## config.mk

```make
export PLATFORM = sky130hd
export DESIGN_NAME = hvsync_generator
export DESIGN_NICKNAME = d
export VERILOG_FILES = /design/src/rtl/vga_timing_pkg.sv /design/src/rtl/hvsync_generator.sv
export SDC_FILE = /design/constraint.sdc
export NUM_CORES = 1
export LEC_CHECK = 0
export ABC_AREA = 1
export CELL_PAD_IN_SITES_DETAIL_PLACEMENT = 1
export CELL_PAD_IN_SITES_GLOBAL_PLACEMENT = 1
export CORE_MARGIN = 2
export CORE_UTILIZATION = 48
export CTS_CLUSTER_SIZE = 10
export DETAILED_ROUTE_END_ITERATION = 6
export DONT_BUFFER_PORTS = 1
export PLACE_DENSITY = 0.93
export SYNTH_ARGS = -nofsm -noshare
export SYNTH_HDL_FRONTEND = slang
export SYNTH_SLANG_ARGS = --single-unit
```

## constraint.sdc

```tcl
create_clock -name clk -period 3.75 [get_ports clk]
set_input_delay 0.375 -clock clk [delete_from_list [all_inputs] [get_ports clk]]
set_output_delay 0.375 -clock clk [all_outputs]
set_load 0.1 [all_outputs]
```

## src/rtl/vga_timing_pkg.sv

```systemverilog
// 640x480 @ 60 Hz raster timing constants shared by the sync generator and
// the pixel-generation logic of the VGA design.
package vga_timing_pkg;

   // Horizontal timing, in pixel clocks.
   localparam int H_DISPLAY = 640;
   localparam int H_FRONT   = 16;
   localparam int H_SYNC    = 96;
   localparam int H_BACK    = 48;

   // Vertical timing, in lines.
   localparam int V_DISPLAY = 480;
   localparam int V_BOTTOM  = 10;
   localparam int V_SYNC    = 2;
   localparam int V_TOP     = 33;

   // Derived counter limits and sync windows.
   localparam int H_MAX        = H_DISPLAY + H_FRONT + H_SYNC + H_BACK - 1;  // 799
   localparam int H_SYNC_START = H_DISPLAY + H_FRONT;                        // 656
   localparam int H_SYNC_END   = H_SYNC_START + H_SYNC - 1;                  // 751
   localparam int V_MAX        = V_DISPLAY + V_BOTTOM + V_SYNC + V_TOP - 1;  // 524
   localparam int V_SYNC_START = V_DISPLAY + V_BOTTOM;                       // 490
   localparam int V_SYNC_END   = V_SYNC_START + V_SYNC - 1;                  // 491

endpackage

```

## src/rtl/hvsync_generator.sv

```systemverilog
// Free-running VGA raster counters with registered active-low syncs and a
// combinational active-video flag.
module hvsync_generator #(
   parameter int H_DISPLAY = vga_timing_pkg::H_DISPLAY,
   parameter int H_FRONT   = vga_timing_pkg::H_FRONT,
   parameter int H_SYNC    = vga_timing_pkg::H_SYNC,
   parameter int H_BACK    = vga_timing_pkg::H_BACK,
   parameter int V_DISPLAY = vga_timing_pkg::V_DISPLAY,
   parameter int V_BOTTOM  = vga_timing_pkg::V_BOTTOM,
   parameter int V_SYNC    = vga_timing_pkg::V_SYNC,
   parameter int V_TOP     = vga_timing_pkg::V_TOP
) (
   input  logic       clk,
   input  logic       reset,
   output logic       hsync,
   output logic       vsync,
   output logic       display_on,
   output logic [9:0] hpos,
   output logic [9:0] vpos
);

   localparam logic [9:0] H_MAX        = 10'(H_DISPLAY + H_FRONT + H_SYNC + H_BACK - 1);
   localparam logic [9:0] H_SYNC_START = 10'(H_DISPLAY + H_FRONT);
   localparam logic [9:0] H_SYNC_END   = 10'(H_DISPLAY + H_FRONT + H_SYNC - 1);
   localparam logic [9:0] H_VISIBLE    = 10'(H_DISPLAY);
   localparam logic [9:0] V_MAX        = 10'(V_DISPLAY + V_BOTTOM + V_SYNC + V_TOP - 1);
   localparam logic [9:0] V_SYNC_START = 10'(V_DISPLAY + V_BOTTOM);
   localparam logic [9:0] V_SYNC_END   = 10'(V_DISPLAY + V_BOTTOM + V_SYNC - 1);
   localparam logic [9:0] V_VISIBLE    = 10'(V_DISPLAY);

   // Pixel/line counters and sync registers; syncs are judged on the pre-edge
   // counter values, so they trail the counters by exactly one clock.
   always_ff @(posedge clk or posedge reset) begin
      if (reset) begin
         hpos  <= '0;
         vpos  <= '0;
         hsync <= 1'b1;
         vsync <= 1'b1;
      end else begin
         // NOTE: non-blocking updates keep every register reading the same
         // pre-edge hpos/vpos, which is what gives the one-cycle sync delay.
         hsync <= !((hpos >= H_SYNC_START) && (hpos <= H_SYNC_END));
         vsync <= !((vpos >= V_SYNC_START) && (vpos <= V_SYNC_END));
         if (hpos == H_MAX) begin
            hpos <= '0;
            vpos <= (vpos == V_MAX) ? '0 : vpos + 10'd1;
         end else begin
            hpos <= hpos + 10'd1;
         end
      end
   end

   // Active video straight from the counters, no extra latency.
   assign display_on = (hpos < H_VISIBLE) && (vpos < V_VISIBLE);

endmodule

```

### Yosys cells after proc, flatten, opt, wreduce, memory -nomap -nowiden

Cells that the tools add are included.

| storage, ports and cells | value |
|---|---|
| register bits | 22 |
| input port bits | 2 |
| output and inout bits | 23 |
| logic and storage cells | 21 |

| operators by class | value |
|---|---|
| $add $sub $neg | 2 |
| $lt $le $gt $ge | 6 |
| eq/ne operators | 2 |
| mux-type cells | 2 |
| reduce and logical (&&, ||, !) cells | 5 |

Operators with widths:

| operator | count |
|---|---|
| $add 10x1->10 const B | 2 |
| $eq 10x10->1 const B | 2 |
| $mux 10 | 2 |
| $ge 10x10->1 const B | 1 |
| $ge 10x9->1 const B | 1 |
| $le 10x10->1 const B | 1 |
| $le 10x9->1 const B | 1 |
| $lt 10x10->1 const B | 1 |
| $lt 10x9->1 const B | 1 |
| $logic_and 1x1->1 | 3 |
| $logic_not 1->1 | 2 |

### Depth between registers and ports, before layout

| logic depth | value |
|---|---|
| depth in word-level cells | 3 |
| mapped depth | 8 |
| depth with buffers taken out | 8 |

### Least setup slack after synthesis

OpenSTA, ideal clock, no wires.

| timing path | value |
|---|---|
| path type | register to output |
| from | register vpos[5] |
| to | output port display_on |
| arrival time | 3.148 ns |
| data required time | 3.375 ns |
| path slack | 0.227 ns |
| stages on the path, launching flop included | 4 |
| buffers on the path | 0 |
| cells stage by stage | dfrtp_1 -> nand2_1 -> nor2_1 -> nor3_1 |

| between the ends | value |
|---|---|
| longest elaborated chain between the ends | 2 |

RTL lines:

| element | line | text |
|---|---|---|
| from (decl) | hvsync_generator.sv:19 | `output logic [9:0] vpos` |
| from (signal assigned) | hvsync_generator.sv:46 | `vpos <= (vpos == V_MAX) ? '0 : vpos + 10'd1;` |
| $lt 10x9->1 | hvsync_generator.sv:54 | `assign display_on = (hpos < H_VISIBLE) && (vpos < V_VISIBLE);` |
| $logic_and 1x1->1 | hvsync_generator.sv:54 |  |
| to (decl) | hvsync_generator.sv:17 | `output logic display_on,` |

No other way between the ends.

### Worst setup path after layout

Same ends and word-level chain as after synthesis.

==> metrics.cfg <==
[run_status]
run_status=finished, final reports clean

[die]
ios=25
die_w_um=55.34
dieArea_sq_um=3062
row_count=18
coreArea_sq_um=2477
die_h_um=55.34
start_util_pct=51.06

[critical_path]
worstReg2RegStart=hpos[7]$_DFF_PP0_
r2r_end=vpos[6]$_DFFE_PP0N_
path_class=flip-flop to output port
cp-end-kind=output port
ff2ff_setup_slack_ns=1.64
path_max_fanout=6
rr_worst_depth=6
required_ns=3.38
start_kind=flip-flop
arrival_ns=2.21

[clock_network]
cts_setup_buffers=0
clk_pin_slew_worst_paths_ns=0.13
cts_root_buf=clkbuf_4
holdBufCountCts=0
clock_path_buffers=2
numCtsBuffers=3
clock_sinks=22
clock_latency_ns=0.31
cts_tree=yes
htreeDepth=1
cts_resized=0

[detailed_routing]
wl_um=3090
vias_per_cell=5.358
wl_per_cell_um=15.37
final_antenna_net_count=0
drc=0
drt_pass1_iterations=4
vias=1077
drt_iter0_drc=35

[logic_synthesis]
syn_nets=167
synth_common_cells=nand2_1, inv_1, nor2_1, dfrtp_1, nand3_1
ys_types=24
synth.most_common_cell=nand2_1
synth_area_leaders=dfrtp_1, nand2_1, inv_1
seq_area_frac_synth_pct=43.72
synth_edf_count=0
postSynthAreaPerCell_sq_um=7.906
synth_top_area_share_pct=39.56
ys.flop_type=dfrtp_1
ys_async_sr_fraction_pct=100.0
synth-seq-cells=22
yosys_warnings=0
synthesis.area_sq_um=1265
synth_largest_area_cell=dfrtp_1
synthCells=160

[grt]
track_usage_pct=21.95
grt_antenna_before_repair=0
grt_pass1_wl_um=5347
grt_max_degree=23
grt_pass1_vias=1202
grt_remaining_overflow=0

[sta]
fin_setup_tns_ns=0
hold_violations=0
min_period_ns=2.586
min_period_over_period_pct=68.95
finalMaxSlewViolations=0
rsz0062_at_grt=no
setup_viol=0
setup_slack_ns=1.164
max_slew_margin_pct=24.29
finalClockSkew_ns=0.001394
max_freq_mhz=386.8
worst_pin_slew_ns=1.136

[cells_and_area]
antenna_cells=0
nets=179
drive_above_1_share_pct=17.54
area_growth_pct=11.37

[placement]
place_congestion=0.8709
post-place-ws_ns=1.517
hpwl_um=2401
numPortBuffers=0

[run]
cap_violations=0

[min_path]
hp-class=primary input to async pin

[pwr]
p_leak_nw=0.6743
ir_worst_vdd_mv=0.1928
powerDensity_nw_per_um2=268.5

per-layer routing:
layer,vias up,GRT usage [%],share of wire [%]
li1,521,-,-
met1,523,25.41,40
met2,24,37.93,53
met3,9,4.450,3.9
met4,0,11.50,2.9
met5,-,0,0
critical path, cell delays in order, from the launching register on:
cell	delay, ns
dfrtp_1	1.06
nand2_1	0.17
nor2_1	0.31
nor3_2	0.10
clkbuf_16	0.25
worst max-delay path by stage:
stage                                   start         end  slack, ns  cells past startpoint
final                     vpos[5]$_DFFE_PP0N_  display_on       1.16                      4
after global routing      vpos[5]$_DFFE_PP0N_  display_on       1.03                      4
after CTS                 vpos[5]$_DFFE_PP0N_  display_on       1.14                      4
after detailed placement  vpos[5]$_DFFE_PP0N_  display_on       1.52                      4
after global placement    vpos[5]$_DFFE_PP0N_  display_on       1.56                      4
after floorplan           vpos[5]$_DFFE_PP0N_  display_on       0.23                      3
stage by stage:
stage	cells	hold WS, ns	power, mW	utilization (%)	cell area, sq um
global placement	197	0.4747	0.2466	55.40	1373
CTS	201	0.1336	0.3820	56.87	1409
detailed placement	197	0.4904	0.2468	55.40	1373
floorplan	160	0.3627	0.2453	-	1265
finish	201	0.09445	0.3783	56.87	1409
global route	201	0.1397	0.3949	56.87	1409
report_power, final:
part | switching [mW] | leakage, nW | internal [mW]
clock | 0.0770 | 0.0210 | 0.0594
combinational | 0.00446 | 0.367 | 0.0000789
sequential | 0 | 0.286 | 0.237
total | 0.0815 | 0.674 | 0.297
area by class of cell:
cell class | instances | area (sq um)
fill | 322 | 1069
sequential | 22 | 553.0
timing repair buffer | 10 | 92.59
multi-input combinational | 109 | 591.8
clock buffer | 4 | 36.28
tap | 30 | 37.54
inverter | 26 | 97.59
registers in the layout (all words and copies together), names as in the netlist:
name	cells
hpos	10
vpos	10
hsync	1
vsync	1
logic make-up after synthesis:
group / share of synthesized area (%)
and+or+nand+nor: 29.57
buffers and inverters: 9.890
adders and majority gates: 4.946
AOI/OAI and AO/OA: 7.122
DFF: 43.72
xor gates and xnor gates: 4.748
placed cells by master, fill, tap and decap left out:
master     count
a21oi_1        5
buf_4          9
clkbuf_16      1
clkbuf_4       3
clkbuf_8       1
dfrtp_1       20
dfstp_2        2
ha_1           5
inv_1         26
nand2_1       34
nand2_2        3
nand3_1        9
nand3_2        1
nand3b_1       1
nand4_1        5
nor2_1        22
nor2_2         5
nor3_1         3
nor3_2         1
o2111ai_1      1
o211ai_1       1
o21ai_0        3
o21ai_2        3
o21bai_1       1
xnor2_1        1
xnor2_2        1
xor2_1         4
(Power assumes the default switching activity.)
